## config.mk

```make
export PLATFORM = sky130hd
export DESIGN_NAME = sfc_addr_gen
export DESIGN_NICKNAME = d
export VERILOG_FILES = /design/src/rtl/sfc_pkg.sv /design/src/rtl/sfc_skid_buf.sv /design/src/rtl/sfc_addr_gen.sv
export SDC_FILE = /design/constraint.sdc
export NUM_CORES = 1
export LEC_CHECK = 0
export ABC_AREA = 1
export BUFFER_PORTS_ARGS = -buffer_cell sky130_fd_sc_hd__buf_4
export CAP_MARGIN = 20
export CORE_MARGIN = 2
export CORE_UTILIZATION = 60
export CTS_BUF_LIST = sky130_fd_sc_hd__clkbuf_4
export CTS_CLUSTER_DIAMETER = 150
export DETAILED_ROUTE_END_ITERATION = 8
export PLACE_DENSITY_LB_ADDON = 0.08
export SLEW_MARGIN = 20
export SYNTH_ARGS = -nofsm -noshare
export SYNTH_HDL_FRONTEND = slang
export SYNTH_SLANG_ARGS = --single-unit
```

## constraint.sdc

```tcl
create_clock -name clk -period 6.2 [get_ports clk]
set_input_delay 1.24 -clock clk [delete_from_list [all_inputs] [get_ports clk]]
set_output_delay 1.24 -clock clk [all_outputs]
set_load 0.1 [all_outputs]
```

## src/rtl/sfc_pkg.sv

```systemverilog
// Shared types and constants for the space-filling-curve address generator.
package sfc_pkg;

   localparam int unsigned SfcDataWidth = 15;
   localparam int unsigned SfcAddrWidth = 31;

   typedef enum logic [1:0] {
      StIdle  = 2'd0,
      StRun   = 2'd1,
      StDrain = 2'd2,
      StDone  = 2'd3
   } sfc_state_e;

   // elem_shift encodings: log2 of the element size in bytes
   localparam logic [1:0] ElemShift1B = 2'd0;
   localparam logic [1:0] ElemShift2B = 2'd1;
   localparam logic [1:0] ElemShift4B = 2'd2;
   localparam logic [1:0] ElemShift8B = 2'd3;

endpackage

```

## src/rtl/sfc_skid_buf.sv

```systemverilog
// Two-entry valid/ready skid buffer; in_ready and out_valid come straight from the entry count.
module sfc_skid_buf #(
   parameter int unsigned Width = 33
) (
   input  logic             clk,
   input  logic             rst,
   input  logic             in_valid,
   output logic             in_ready,
   input  logic [Width-1:0] in_data,
   output logic             out_valid,
   input  logic             out_ready,
   output logic [Width-1:0] out_data
);

   logic [Width-1:0] mem_q [2];
   logic             wr_ptr_q;
   logic             rd_ptr_q;
   logic [1:0]       cnt_q;
   logic             push;
   logic             pop;

   assign in_ready  = (cnt_q != 2'd2);
   assign out_valid = (cnt_q != 2'd0);
   assign out_data  = mem_q[rd_ptr_q];
   assign push      = in_valid && in_ready;
   assign pop       = out_valid && out_ready;

   always_ff @(posedge clk or negedge rst) begin
      if (!rst) begin
         mem_q[0] <= '0;
         mem_q[1] <= '0;
         wr_ptr_q <= 1'b0;
         rd_ptr_q <= 1'b0;
         cnt_q    <= 2'd0;
      end else begin
         if (push) begin
            mem_q[wr_ptr_q] <= in_data;
            wr_ptr_q        <= ~wr_ptr_q;
         end
         if (pop) begin
            rd_ptr_q <= ~rd_ptr_q;
         end
         cnt_q <= cnt_q + 2'(push) - 2'(pop);
      end
   end

endmodule

```

## src/rtl/sfc_addr_gen.sv

```systemverilog
// Converts (x, y) coordinates to byte addresses through a 2-stage pipeline and a skid buffer.
// Optional bounds checking (drop + sticky err) is enabled by SFC_ADDR_BOUNDS_CHECK_EN.
module sfc_addr_gen
   import sfc_pkg::*;
#(
   parameter int unsigned DATA_WIDTH = SfcDataWidth,
   parameter int unsigned ADDR_WIDTH = SfcAddrWidth
) (
   input  logic                clk,
   input  logic                rst,
   input  logic                enable,
   input  logic [DATA_WIDTH:0] W,
   input  logic [DATA_WIDTH:0] H,
   input  logic [ADDR_WIDTH:0] base_addr,
   input  logic [DATA_WIDTH:0] row_stride,
   input  logic [1:0]          elem_shift,
   input  logic [DATA_WIDTH:0] in_x,
   input  logic [DATA_WIDTH:0] in_y,
   input  logic                in_valid,
   input  logic                in_last,
   output logic                in_ready,
   output logic [ADDR_WIDTH:0] out_addr,
   output logic                out_valid,
   output logic                out_last,
   input  logic                out_ready,
   output logic [ADDR_WIDTH:0] addr_count,
   output logic                busy,
   output logic                done
`ifdef SFC_ADDR_BOUNDS_CHECK_EN
   ,
   output logic                err
`endif
);

   localparam int unsigned DW = DATA_WIDTH + 1;
   localparam int unsigned AW = ADDR_WIDTH + 1;
   localparam int unsigned PW = 2 * DW;

   sfc_state_e    state_q, state_d;
   logic          s1_valid_q, s1_last_q, s1_mark_q;
   logic [AW-1:0] s1_lin_q;
   logic          s2_valid_q, s2_last_q, s2_mark_q;
   logic [AW-1:0] s2_addr_q;
   logic [AW-1:0] addr_count_q;
   logic          s1_ready, s2_ready, skid_in_ready;
   logic          in_hs, out_hs, in_drop, out_mark, pass_start;
   logic [PW-1:0] prod;
   logic [AW-1:0] lin_d;
   logic [AW+1:0] skid_out_data;

`ifdef SFC_ADDR_BOUNDS_CHECK_EN
   logic err_q;
   assign in_drop = (in_x > W) || (in_y > H);
   assign err     = err_q;
`else
   logic unused_dims;
   assign in_drop     = 1'b0;
   assign unused_dims = ^{W, H};
`endif

   assign prod  = PW'(in_y) * PW'(row_stride);
   assign lin_d = AW'(prod) + AW'(in_x);

   // Readiness is derived from registered occupancy only, so in_ready never sees out_ready.
   assign s2_ready   = !s2_valid_q || skid_in_ready;
   assign s1_ready   = !s1_valid_q || s2_ready;
   assign in_hs      = in_valid && in_ready;
   assign out_hs     = out_valid && out_ready;
   assign pass_start = (state_q == StIdle) && enable;

   always_comb begin
      state_d  = state_q;
      in_ready = 1'b0;
      busy     = 1'b0;
      done     = 1'b0;
      unique case (state_q)
         StIdle: begin
            if (enable) state_d = StRun;
         end
         StRun: begin
            in_ready = s1_ready;
            busy     = 1'b1;
            if (in_valid && s1_ready && in_last) state_d = StDrain;
         end
         StDrain: begin
            busy = 1'b1;
            if (out_hs && out_last) state_d = StDone;
         end
         StDone: begin
            done = 1'b1;
            if (!enable) state_d = StIdle;
         end
         default: state_d = StIdle;
      endcase
   end

   always_ff @(posedge clk or negedge rst) begin
      if (!rst) begin
         s1_valid_q <= 1'b0;
         s1_last_q  <= 1'b0;
         s1_mark_q  <= 1'b0;
         s1_lin_q   <= '0;
         s2_valid_q <= 1'b0;
         s2_last_q  <= 1'b0;
         s2_mark_q  <= 1'b0;
         s2_addr_q  <= '0;
      end else begin
         if (s1_ready) begin
            // A dropped coordinate survives only as a zero-length marker carrying last.
            s1_valid_q <= in_hs && (!in_drop || in_last);
            s1_last_q  <= in_last;
            s1_mark_q  <= in_drop;
            s1_lin_q   <= lin_d;
         end
         if (s2_ready) begin
            s2_valid_q <= s1_valid_q;
            s2_last_q  <= s1_last_q;
            s2_mark_q  <= s1_mark_q;
            s2_addr_q  <= base_addr + (s1_lin_q << elem_shift);
         end
      end
   end

   sfc_skid_buf #(
      .Width(AW + 2)
   ) u_skid (
      .clk      (clk),
      .rst      (rst),
      .in_valid (s2_valid_q),
      .in_ready (skid_in_ready),
      .in_data  ({s2_mark_q, s2_last_q, s2_addr_q}),
      .out_valid(out_valid),
      .out_ready(out_ready),
      .out_data (skid_out_data)
   );

   assign out_mark   = skid_out_data[AW+1];
   assign out_last   = skid_out_data[AW];
   assign out_addr   = skid_out_data[AW-1:0];
   assign addr_count = addr_count_q;

   always_ff @(posedge clk or negedge rst) begin
      if (!rst) begin
         state_q      <= StIdle;
         addr_count_q <= '0;
      end else begin
         state_q <= state_d;
         if (pass_start) begin
            addr_count_q <= '0;
         end else if (out_hs && !out_mark) begin
            addr_count_q <= addr_count_q + AW'(1);
         end
      end
   end

`ifdef SFC_ADDR_BOUNDS_CHECK_EN
   always_ff @(posedge clk or negedge rst) begin
      if (!rst) begin
         err_q <= 1'b0;
      end else if (pass_start) begin
         err_q <= 1'b0;
      end else if (in_hs && in_drop) begin
         err_q <= 1'b1;
      end
   end
`endif

endmodule

```

==> impl_metrics.ini <==
[run]
cap_viol_max_count = 0

[synth]
syn_nets = 3435
ys_seq_area_frac = 0.209
yosys.area.top_type = dfrtp_1
yosys_warnings = 0
syn_inst = 2960
synth_area_leaders = dfrtp_1, fa_1, nand2_1
avgSynthCellArea_um2 = 6.95
yosysUniqueCellTypes = 44
netlist_area_um2 = 20600
ys_seq_elements = 172
synth_top_area_share = 0.209

[clocking]
htree_levels = 4
cts_made_buffers = 17
tritoncts = done
cts_max_path_buffers = 2
hold_buffers = 0
cts_setup_buffers = 0
ctsResizeCount = 0
clk_latency_ns = 0.59
cts.clk_slew.worst_paths_ns = 0.15
cts.sinks = 172
cts-root-buf = clkbuf_4

[global_route]
grt_max_degree = 75
grt_pass1_vias = 17668
antenna_found_initial = 1
grt_pass1_wl_um = 81800
grt_overflow = 0
grt_usage = 0.281

[setup_path]
cp_slowest_cell = fa_1
crit_arrival_ns = 6.10
start_kind = input port
cpMostUsedCell = fa_1
path_cells = buf_4, buf_4, nand2_1, fa_1, fa_1, inv_1, fa_1, fa_1, fa_1, inv_1, fa_1, inv_1, ha_1, nand2_1, nor2_1, and2_1, nand3_1, nand4_1, nand2_1, nand2_1, o21ai_0
cp_slowest_stage_delay_ns = 0.55
worst_ep_required_time_ns = 6.66
critPathCaptureType = flip-flop
criticalPathCategory = in2reg
crit_fanout = 6

[placement]
place_congestion = 0.920
dpl.hpwl_um = 40400
port_buffers = 156

[route]
drt-total-wl_um = 48300
drt-pass1-iter-count = 5
drtIter0Drc = 1017
drc = 0
vias = 17916
routed_via_density = 5.05
drtAntennaViolNets = 0
wire_per_inst_um = 13.6

[die]
chipHeight_um = 189
core_region_area_um2 = 33600
io_pins = 189
initial_utilization = 0.612
fp.dieW_um = 189
rows = 67
dieArea_um2 = 35800

[sta]
slew-limit-headroom = 0.338
period_needed_ns = 5.64
max_freq_mhz = 177
final-setup-viol-count = 0
finClkSkew_ns = 0.0299
worst_pin_slew_ns = 0.992
finalHoldViolations = 0
timing.hold.ws_ns = 0.483
slew_violations = 0
period_share = 0.910
rsz0062_at_grt = no

[status]
status = finished clean

[final_layout]
final_cell_mix = nand2_1, inv_1, buf_4
nets = 3561
syn2layout_area_growth_pct = 9.92
final_util = 0.672
final_common_cell = nand2_1
layout-drive-gt1-share = 0.0891

[worst_hold_path]
hold_class = reg2reg
## final cells by class
type	instances	area, um^2
diodes	1	2.50
clock buffers	18	135
clock inverters	14	138
fillers	3102	11000
inverters	695	2610
multi-input cells	1983	13200
flip-flops and latches	172	4300
well taps	448	561
repair buffers	217	1650
## cells by family after synthesis
| logic type | count (synthesis) | synth area share |
|---|---|---|
| mux | 30 | 0.0146 |
| xor+xnor | 31 | 0.0132 |
| compound gates | 228 | 0.0581 |
| flops | 172 | 0.209 |
| simple gates | 1339 | 0.262 |
| buf+inv | 805 | 0.149 |
| fa+ha+maj | 355 | 0.293 |
## synthesized netlist by cell type (all sizes together)
cell and n:
nand2 1043, inv 692, fa 211, dfrtp 172, o21ai 153, ha 144, nor2 133, nand3 93
clkbuf 91, a21oi 60, mux2i 30, nor3 26, buf 19, nand4 19, xor2 19, nand3b 12
xnor2 12, o21bai 5, and2 4, o22ai 4, clkinv 3, or2 3, a211oi 2, and3 2
nor3b 2, nor4 2, o21a 2, a21o 1, o211a 1
## worst max-delay path, delay by kind of cell
family          cells  cell delay [ns]
compound gates      1             0.08
fa+ha+maj           7             3.34
simple gates        8             1.00
buf+inv             5             0.44
## metrics by stage
| step | TNS, ns | setup slack (ns) | cells | instance area (um^2) |
|---|---|---|---|---|
| after global routing | 0 | 0.305 | 3548 | 22600 |
| after global placement | 0 | 0.00757 | 3514 | 22300 |
| after CTS | 0 | 0.607 | 3546 | 22600 |
| final | 0 | 0.556 | 3548 | 22600 |
| after floorplan | 0 | 0.0173 | 2960 | 20600 |
| after detailed placement | -0.157 | -0.0475 | 3514 | 22300 |
## path summary, 6_finish.rpt
check	start	end	slack [ns]	depth (start not counted)
setup / recovery	row_stride[7]	s1_lin_q[23]$_DFFE_PN0N_	0.56	21
hold / removal	s1_valid_q$_DFFE_PN0N_	s2_valid_q$_DFFE_PN0P_	0.48	1
setup reg to reg	state_q[0]$_DFFE_PN0P_	addr_count[23]$_DFFE_PN0P_	3.38	8
hold reg to reg	s1_valid_q$_DFFE_PN0N_	s2_valid_q$_DFFE_PN0P_	0.48	1
max in group asynchronous	rst	addr_count[25]$_DFFE_PN0P_	4.38	2
min in group asynchronous	rst	u_skid.mem_q[44]$_DFFE_PN0P_	0.64	1
## per-layer routing
metal | track usage | share of wire
met1 | 0.359 | 0.43
met2 | 0.509 | 0.51
met3 | 0.0250 | 0.039
met4 | 0.0772 | 0.021
met5 | 0 | 0
## flip-flops by register name (all words and copies together), names as in the netlist
signal and cells:
addr_count 32, u_skid.rd_ptr_q 1, u_skid.wr_ptr_q 1, s2_addr_q 32, s1_lin_q 32, u_skid.mem_q 66
s1_last_q 1, s2_valid_q 1, s1_valid_q 1, u_skid.cnt_q 2, state_q 2, s2_last_q 1
Power is not shown: default switching activity piles up to over one toggle a cycle in this logic, so the estimate is an artifact.
